[src/rtl/deu_ib_seq.sv]
// deu_ib_seq: sequencing controller for the 4-entry decode instruction buffer.
// Tracks entry validity, places fetches, shifts on consume, and gates fetches after a flush.
module deu_ib_seq #(
    parameter int unsigned FLUSH_KILL_CYCLES = 1
) (
    input  logic       clk,
    input  logic       rst,
    input  logic       ifu_i0_valid,
    input  logic       ifu_i1_valid,
    output logic       ifu_ready,
    input  logic       dec_i0_decode_d,
    input  logic       dec_i1_decode_d,
    input  logic       flush,
    output logic [3:0] ibval,
    output logic [3:0] write_i0_ib,
    output logic [3:0] write_i1_ib,
    output logic       shift_ib1_ib0,
    output logic       shift_ib2_ib0,
    output logic       shift_ib2_ib1,
    output logic       shift_ib3_ib1,
    output logic       shift_ib3_ib2,
    output logic [3:0] ib_we
);
    typedef enum logic {RUN, KILL} mode_t;
    localparam logic [2:0] KILL_LOAD = 3'(FLUSH_KILL_CYCLES);
    mode_t      mode_q, mode_d;
    logic [2:0] kill_cnt_q, kill_cnt_d;
    logic [3:0] ibval_q, ibval_d;
    logic [2:0] n, c, m, fill;
    logic       c0, c1, w0, w1, kill_go;
    always_ff @(posedge clk or posedge rst) begin
        if (rst) begin
            ibval_q    <= 4'b0000;
            mode_q     <= RUN;
            kill_cnt_q <= 3'd0;
        end else begin
            ibval_q    <= ibval_d;
            mode_q     <= mode_d;
            kill_cnt_q <= kill_cnt_d;
        end
    end
    assign ibval = ibval_q;
    always_comb begin
        n = 3'(ibval_q[0]) + 3'(ibval_q[1]) + 3'(ibval_q[2]) + 3'(ibval_q[3]);
        // flush suppresses consume so no shift or enable fires while emptying
        c0 = dec_i0_decode_d & ibval_q[0] & ~flush;
        c1 = c0 & dec_i1_decode_d & ibval_q[1];
        c = 3'(c0) + 3'(c1);
        m = n - c;
        ifu_ready = (mode_q == RUN) & ~ibval_q[2];
        w0 = ifu_i0_valid & ifu_ready & ~flush;
        w1 = w0 & ifu_i1_valid;
        shift_ib1_ib0 = c0 & ~c1 & ibval_q[1];
        shift_ib2_ib1 = c0 & ~c1 & ibval_q[2];
        shift_ib3_ib2 = c0 & ~c1 & ibval_q[3];
        shift_ib2_ib0 = c1 & ibval_q[2];
        shift_ib3_ib1 = c1 & ibval_q[3];
        write_i0_ib = w0 ? 4'b0001 << m : 4'b0000;
        write_i1_ib = w1 ? 4'b0010 << m : 4'b0000;
        ib_we = write_i0_ib | write_i1_ib |
                {1'b0, shift_ib3_ib2, shift_ib2_ib1 | shift_ib3_ib1, shift_ib1_ib0 | shift_ib2_ib0};
        fill = m + 3'(w0) + 3'(w1);
        ibval_d = flush ? 4'b0000 : 4'((5'd1 << fill) - 5'd1);
        kill_go = flush && (FLUSH_KILL_CYCLES != 0);
        mode_d = kill_go ? KILL : (mode_q == KILL && kill_cnt_q > 3'd1) ? KILL : RUN;
        kill_cnt_d = kill_go ? KILL_LOAD : (mode_d == KILL) ? kill_cnt_q - 3'd1 : 3'd0;
    end
endmodule

[config.mk]
export PLATFORM = sky130hd
export DESIGN_NAME = deu_ib_seq
export DESIGN_NICKNAME = d
export VERILOG_FILES = /design/src/rtl/deu_ib_seq.sv
export SDC_FILE = /design/constraint.sdc
export NUM_CORES = 1
export LEC_CHECK = 0
export BUFFER_PORTS_ARGS = -buffer_cell sky130_fd_sc_hd__buf_2
export CAP_MARGIN = 20
export CORE_UTILIZATION = 44
export CTS_BUF_LIST = sky130_fd_sc_hd__clkbuf_4
export DETAILED_ROUTE_END_ITERATION = 8
export PLACE_DENSITY = 0.8
export SLEW_MARGIN = 25
export SYNTH_ARGS = -nofsm -noshare
export SYNTH_HDL_FRONTEND = slang
export SYNTH_SLANG_ARGS = --single-unit
[constraint.sdc]
create_clock -name clk -period 5.1 [get_ports clk]
set_clock_uncertainty 0.15 [all_clocks]
set_input_delay 1.02 -clock clk [delete_from_list [all_inputs] [get_ports clk]]
set_output_delay 1.02 -clock clk [all_outputs]
set_load 0.005 [all_outputs]
### Yosys cells after proc, flatten, opt, wreduce, memory -nomap -nowiden

Cells that the tools add are included.

* mux-type cells: 7
* add/sub/neg operators: 9
* magnitude comparators: 1
* shift operators: 3
* bitwise logic cells: 22
* reductions and logical operators: 1

Operator list (count)
* 1-bit bitwise AND: 14
* 4-bit two-way mux: 3
* 3-bit by 1-bit adder with 3-bit output: 3
* 1-bit by 3-bit << shifter with 4-bit output (first input constant): 2
* 3-bit two-way mux: 2
* 1-bit by 1-bit adder with 2-bit output: 2
* 1-bit inverter: 4
* 4-bit by 3-bit OR with 4-bit output: 1
* 4-bit OR: 1
* 2-bit by 3-bit << shifter with 4-bit output (first input constant): 1
* 4-bit by 1-bit subtractor with 4-bit output (second input constant): 1
* 2-bit by 1-bit adder with 3-bit output: 1
* 3-bit by 1-bit greater-than comparator with 1-bit output (second input constant): 1
* 3-bit by 1-bit subtractor with 3-bit output (second input constant): 1
* 3-bit by 2-bit subtractor with 3-bit output: 1
* 1-bit two-way mux: 2
* 1-bit OR: 2
* 1-bit logical AND: 1

* input bits: 7
* register bits after elaboration: 8
* output and inout port bits: 22
* word-level logic and storage cells: 46

### Depth between registers and ports, before layout

* depth in word-level cells: 11
* gate-level depth with buffers: 19
* mapped depth without buffers: 17

### Worst setup path before layout

No wires, ideal clock.

* path kind: input-to-reg
* start: input flush
* end: register ibval_q[2], in the netlist ibval[2]
* slack: -0.170 ns
* cell stages on the path: 18
* library setup time: 0.077 ns
* arrival: 5.043 ns
* data required time: 4.873 ns
* path through: buf_2 -> and3b_1 -> nand3_1 -> fa_1 -> inv_1 -> fa_1 -> inv_1 -> ha_1 -> clkbuf_1 -> inv_1 -> fa_1 -> inv_1 -> ha_1 -> xor3_1 -> or3_1 -> ha_1 -> or3_1 -> a21oi_1

* cells in the longest elaborated chain, start to end: 11

Ends and longest elaborated chain
* from (decl): RTL line 13 `input logic flush,`
* 1-bit inverter: RTL line 46, 51
* 1-bit bitwise AND: RTL line 46 `c0 = dec_i0_decode_d & ibval_q[0] & ~flush;`
* 1-bit bitwise AND (2 in series): RTL line 47 `c1 = c0 & dec_i1_decode_d & ibval_q[1];`
* 1-bit by 1-bit adder with 2-bit output: RTL line 48 `c = 3'(c0) + 3'(c1);`
* 3-bit by 2-bit subtractor with 3-bit output: RTL line 49 `m = n - c;`
* 3-bit by 1-bit adder with 3-bit output (2 in series): RTL line 62 `fill = m + 3'(w0) + 3'(w1);`
* 1-bit by 3-bit << shifter with 4-bit output: RTL line 63 `ibval_d = flush ? 4'b0000 : 4'((5'd1 << fill) - 5'd1);`
* 4-bit by 1-bit subtractor with 4-bit output: RTL line 63
* 4-bit two-way mux *: RTL line 63
* via ibval_d[2]: RTL line 28 `logic [3:0] ibval_q, ibval_d;`
* to (signal assigned): RTL line 37 `ibval_q <= ibval_d;`
* to (decl): RTL line 28

The timed path passes the listed nets; every way through them passes the cells marked *.

### Final worst setup path

* start: input flush
* end: output write_i1_ib[2]

* cells in the longest elaborated chain, start to end: 8

Ends and longest elaborated chain
* 1-bit inverter *: RTL line 46, 51
* 1-bit bitwise AND: RTL line 46
* 1-bit bitwise AND (2 in series): RTL line 47
* 1-bit by 1-bit adder with 2-bit output: RTL line 48
* 3-bit by 2-bit subtractor with 3-bit output: RTL line 49
* 2-bit by 3-bit << shifter with 4-bit output: RTL line 59 `write_i1_ib = w1 ? 4'b0010 << m : 4'b0000;`
* 4-bit two-way mux *: RTL line 59
* to (decl): RTL line 16 `output logic [3:0] write_i1_ib,`

Every way passes the cells marked *; elsewhere a longest branch is shown, timed or not.

==> results.txt <==
Status: complete, no violations
Core area: 1510 um^2
Utilization after layout: 63.7%
Reg2Reg Launch Point: ibval[0]
Comb pwr share: 72.7%
TritonCTS clock tree: built
Clk Latency, worst-skew pair: 0.26 ns
Share of power burned in registers: 18.0%
Crit Path Category: input pin to primary output
Req. time, crit path: 3.93 ns
Crit start category: input pin
Die area: 1790 um^2
Number of flops mapped to enable cells by yosys: 0
Via count: 696
Hold-fix buffers, CTS: 0
Final Net Count: 137
Antenna diode count: 0
CP max FO: 4
Register clock-pin slew on the reported worst setup and hold paths: 0.05 ns
Final Cycle Share: 98.4%
Post-synthesis compound-gate area fraction: 9.63%
Top_reg_cell synth: dfrtp_1
Crit path buffers/inverters: 6
Sw power: 258 uW
Via density: 5.19
Maximum vdd drop: 430 uV
DP HPWL: 1320 um
Top post-synthesis cells by area: dfrtp_1 (28%), fa_1 (11%), ha_1 (11%), inv_1 (7.9%), nor2_1 (7.4%)
FFs w/ async S/R, synth: 100%
Commonest cells post-synth: inv_1 (15), nor2_1 (14), dfrtp_1 (8)
Worst path cell trace: buf_2 -> and3b_2 -> nand3_2 -> fa_1 -> inv_1 -> fa_1 -> inv_1 -> ha_1 -> inv_1 -> fa_2 -> nand3_2 -> buf_4 -> nor2_1 -> buf_2
Synth-to-layout area growth: 34.3%
Antenna violations before repair: 0
Setup WS pre-CTS: 0.0147 ns
Adder-Cell Fraction of Synth Area: 21.7%
Minimum clock period: 5.02 ns
GRT Residual Overflow: 0
IO Port Bufs: 27
Drt first pass iters: 4
Leak Pwr: 0.000539 uW
Drt initial violations: 13
Max-cap violation count: 0
Worst-case clock buffer depth: 2
Final setup margin: 0.0810 ns
CTS Sinks: 8
# IOs: 29
Root Buffer Master: clkbuf_4
Die Width: 42.3 um
Pin count of the biggest net entering global routing: 10
Final wirelength: 1650 um
Final setup vio count: 0
Share of synthesized area spent on multiplexers: 0%
Total power: 539 uW
Simple-gate share of the synthesized area: 24.2%
Initial Util: 47.4%
Yosys cell types: 26
CTS Buf Count: 3
Largest family of logic cells by synthesized area: simple AND/OR/NAND/NOR gates
Pint: 280 uW
Number of global-route vias before repair: 639
Htree depth: 1
Crit-path leading delay family: adder cells
Yosys top cell area share: 28.0%
Mapped Nets: 101
Clk pwr share: 9.3%
First-pass GRT wire length: 2730 um
CP Capture Type: primary output
Fmax: 0.199 GHz
Total GRT Usage: 20.6%
HP Start: kill_cnt_q[0]
Critical path's slowest cell: fa_2
Max Slew Vio Count: 0
Sw Ratio: 48.0%
WP data arrival: 3.85 ns
DRT antenna net count: 0
Hold Violations, Final: 0
WL per Instance: 12.3 um
Most frequent cell after synthesis: inv_1
Die Height: 42.3 um
Sequential-to-total area share from yosys stat: 28.0%
PwrDens: 561 nW/um^2
Syn. warnings: 0
Crit path top cell by count: inv_1
Synthesized flop and latch total: 8
Core Rows: 14
Min-Delay Path Class: register to register
Mapped cell area: 714 um^2
Synth Instances: 84
DRC viols: 0
Synth Area in XOR/XNOR: 5.78%
CP max stage delay: 0.57 ns
Layout cells sized above 1: 39.8%
Final RePlAce weighted congestion: 0.786
Syn_area_per_cell: 8.51 um^2
Cell taking the most area after synthesis: dfrtp_1
Crit path launch: flush
==> metal layers <==
layer | global-route usage (%) | wire [um]
met5 | 0 | 0
met4 | 11.3 | 42
met3 | 5.17 | 103
met2 | 31.1 | 810
met1 | 27.1 | 692
==> sequential cells by signal, indices dropped and copies added (netlist names) <==
signal      cells
kill_cnt_q      3
ibval           4
mode_q          1
==> worst paths after layout <==
| kind | end | slack, ns | depth (start not counted) |
|---|---|---|---|
| max in group asynchronous | kill_cnt_q[1] | 4.03 | 2 |
| max | write_i1_ib[2] | 0.08 | 14 |
| max reg2reg | ibval[2] | 0.76 | 16 |
| min | kill_cnt_q[0] | 0.38 | 1 |
| min reg2reg | kill_cnt_q[0] | 0.38 | 1 |
| min in group asynchronous | ibval[1] | 0.54 | 2 |
==> cells by family (layout without fill, tap and decap cells) <==
logic type / after synthesis / count (layout)
simple gates: 34 / 34
buf+inv: 18 / 52
fa+ha+maj: 10 / 10
compound gates: 10 / 10
flops: 8 / 8
xor+xnor: 3 / 3
other cells: 1 / 1
==> final cells by class <==
cell class,instances,area (um^2)
inverter,15,56.3
timing repair buffer,34,188
clock buffer,3,22.5
multi-input combinational,58,473
tap,16,20.0
sequential,8,200
fill,136,547
==> power groups by stage <==
stage / Clock (uW) / Sequential [uW] / Combinational (uW)
after floorplan: 0 / 96.0 / 277
after global placement: 0 / 97.4 / 342
after detailed placement: 0 / 97.9 / 365
after CTS: 51.4 / 96.8 / 369
after global routing: 56.7 / 99.9 / 450
final: 50.2 / 97.0 / 391
==> worst reg2reg max path, cell delays in order (launching register included) <==
cell	delay [ns]
dfrtp_1	0.38
and3b_2	0.24
nand3_2	0.10
fa_1	0.50
inv_1	0.06
fa_1	0.44
inv_1	0.08
ha_1	0.15
inv_1	0.05
fa_2	0.57
inv_1	0.08
ha_1	0.20
xor3_1	0.19
or3_1	0.32
ha_1	0.22
or3_1	0.38
a21oi_1	0.15
==> timing repair <==
| item | CTS | global route |
|---|---|---|
| resized for setup | 0 | 5 |
| endpoints found under the setup margin | 0 | 11 |
| buffers inserted | 0 | 1 |
==> cells in the final DEF (no fill, tap or decap), types with 3 or more instances in the layout <==
master / count
inv_1: 15
dfrtp_1: 8
fa_1: 3
buf_2: 27
clkbuf_4: 3
nor2_1: 14
ha_1: 6
buf_4: 7
nand3_2: 4
o21ai_0: 3
nand2_1: 7
==> stage by stage <==
stage	setup TNS [ns]	instance area, um^2	instances	hold WS, ns
final	0	960	134	0.384
after global placement	0	905	130	0.361
after floorplan	0	731	84	0.331
after global routing	-0.250	960	134	0.437
after detailed placement	0	905	130	0.377
after CTS	0	927	133	0.386
Power figures use the tool's default switching activity.
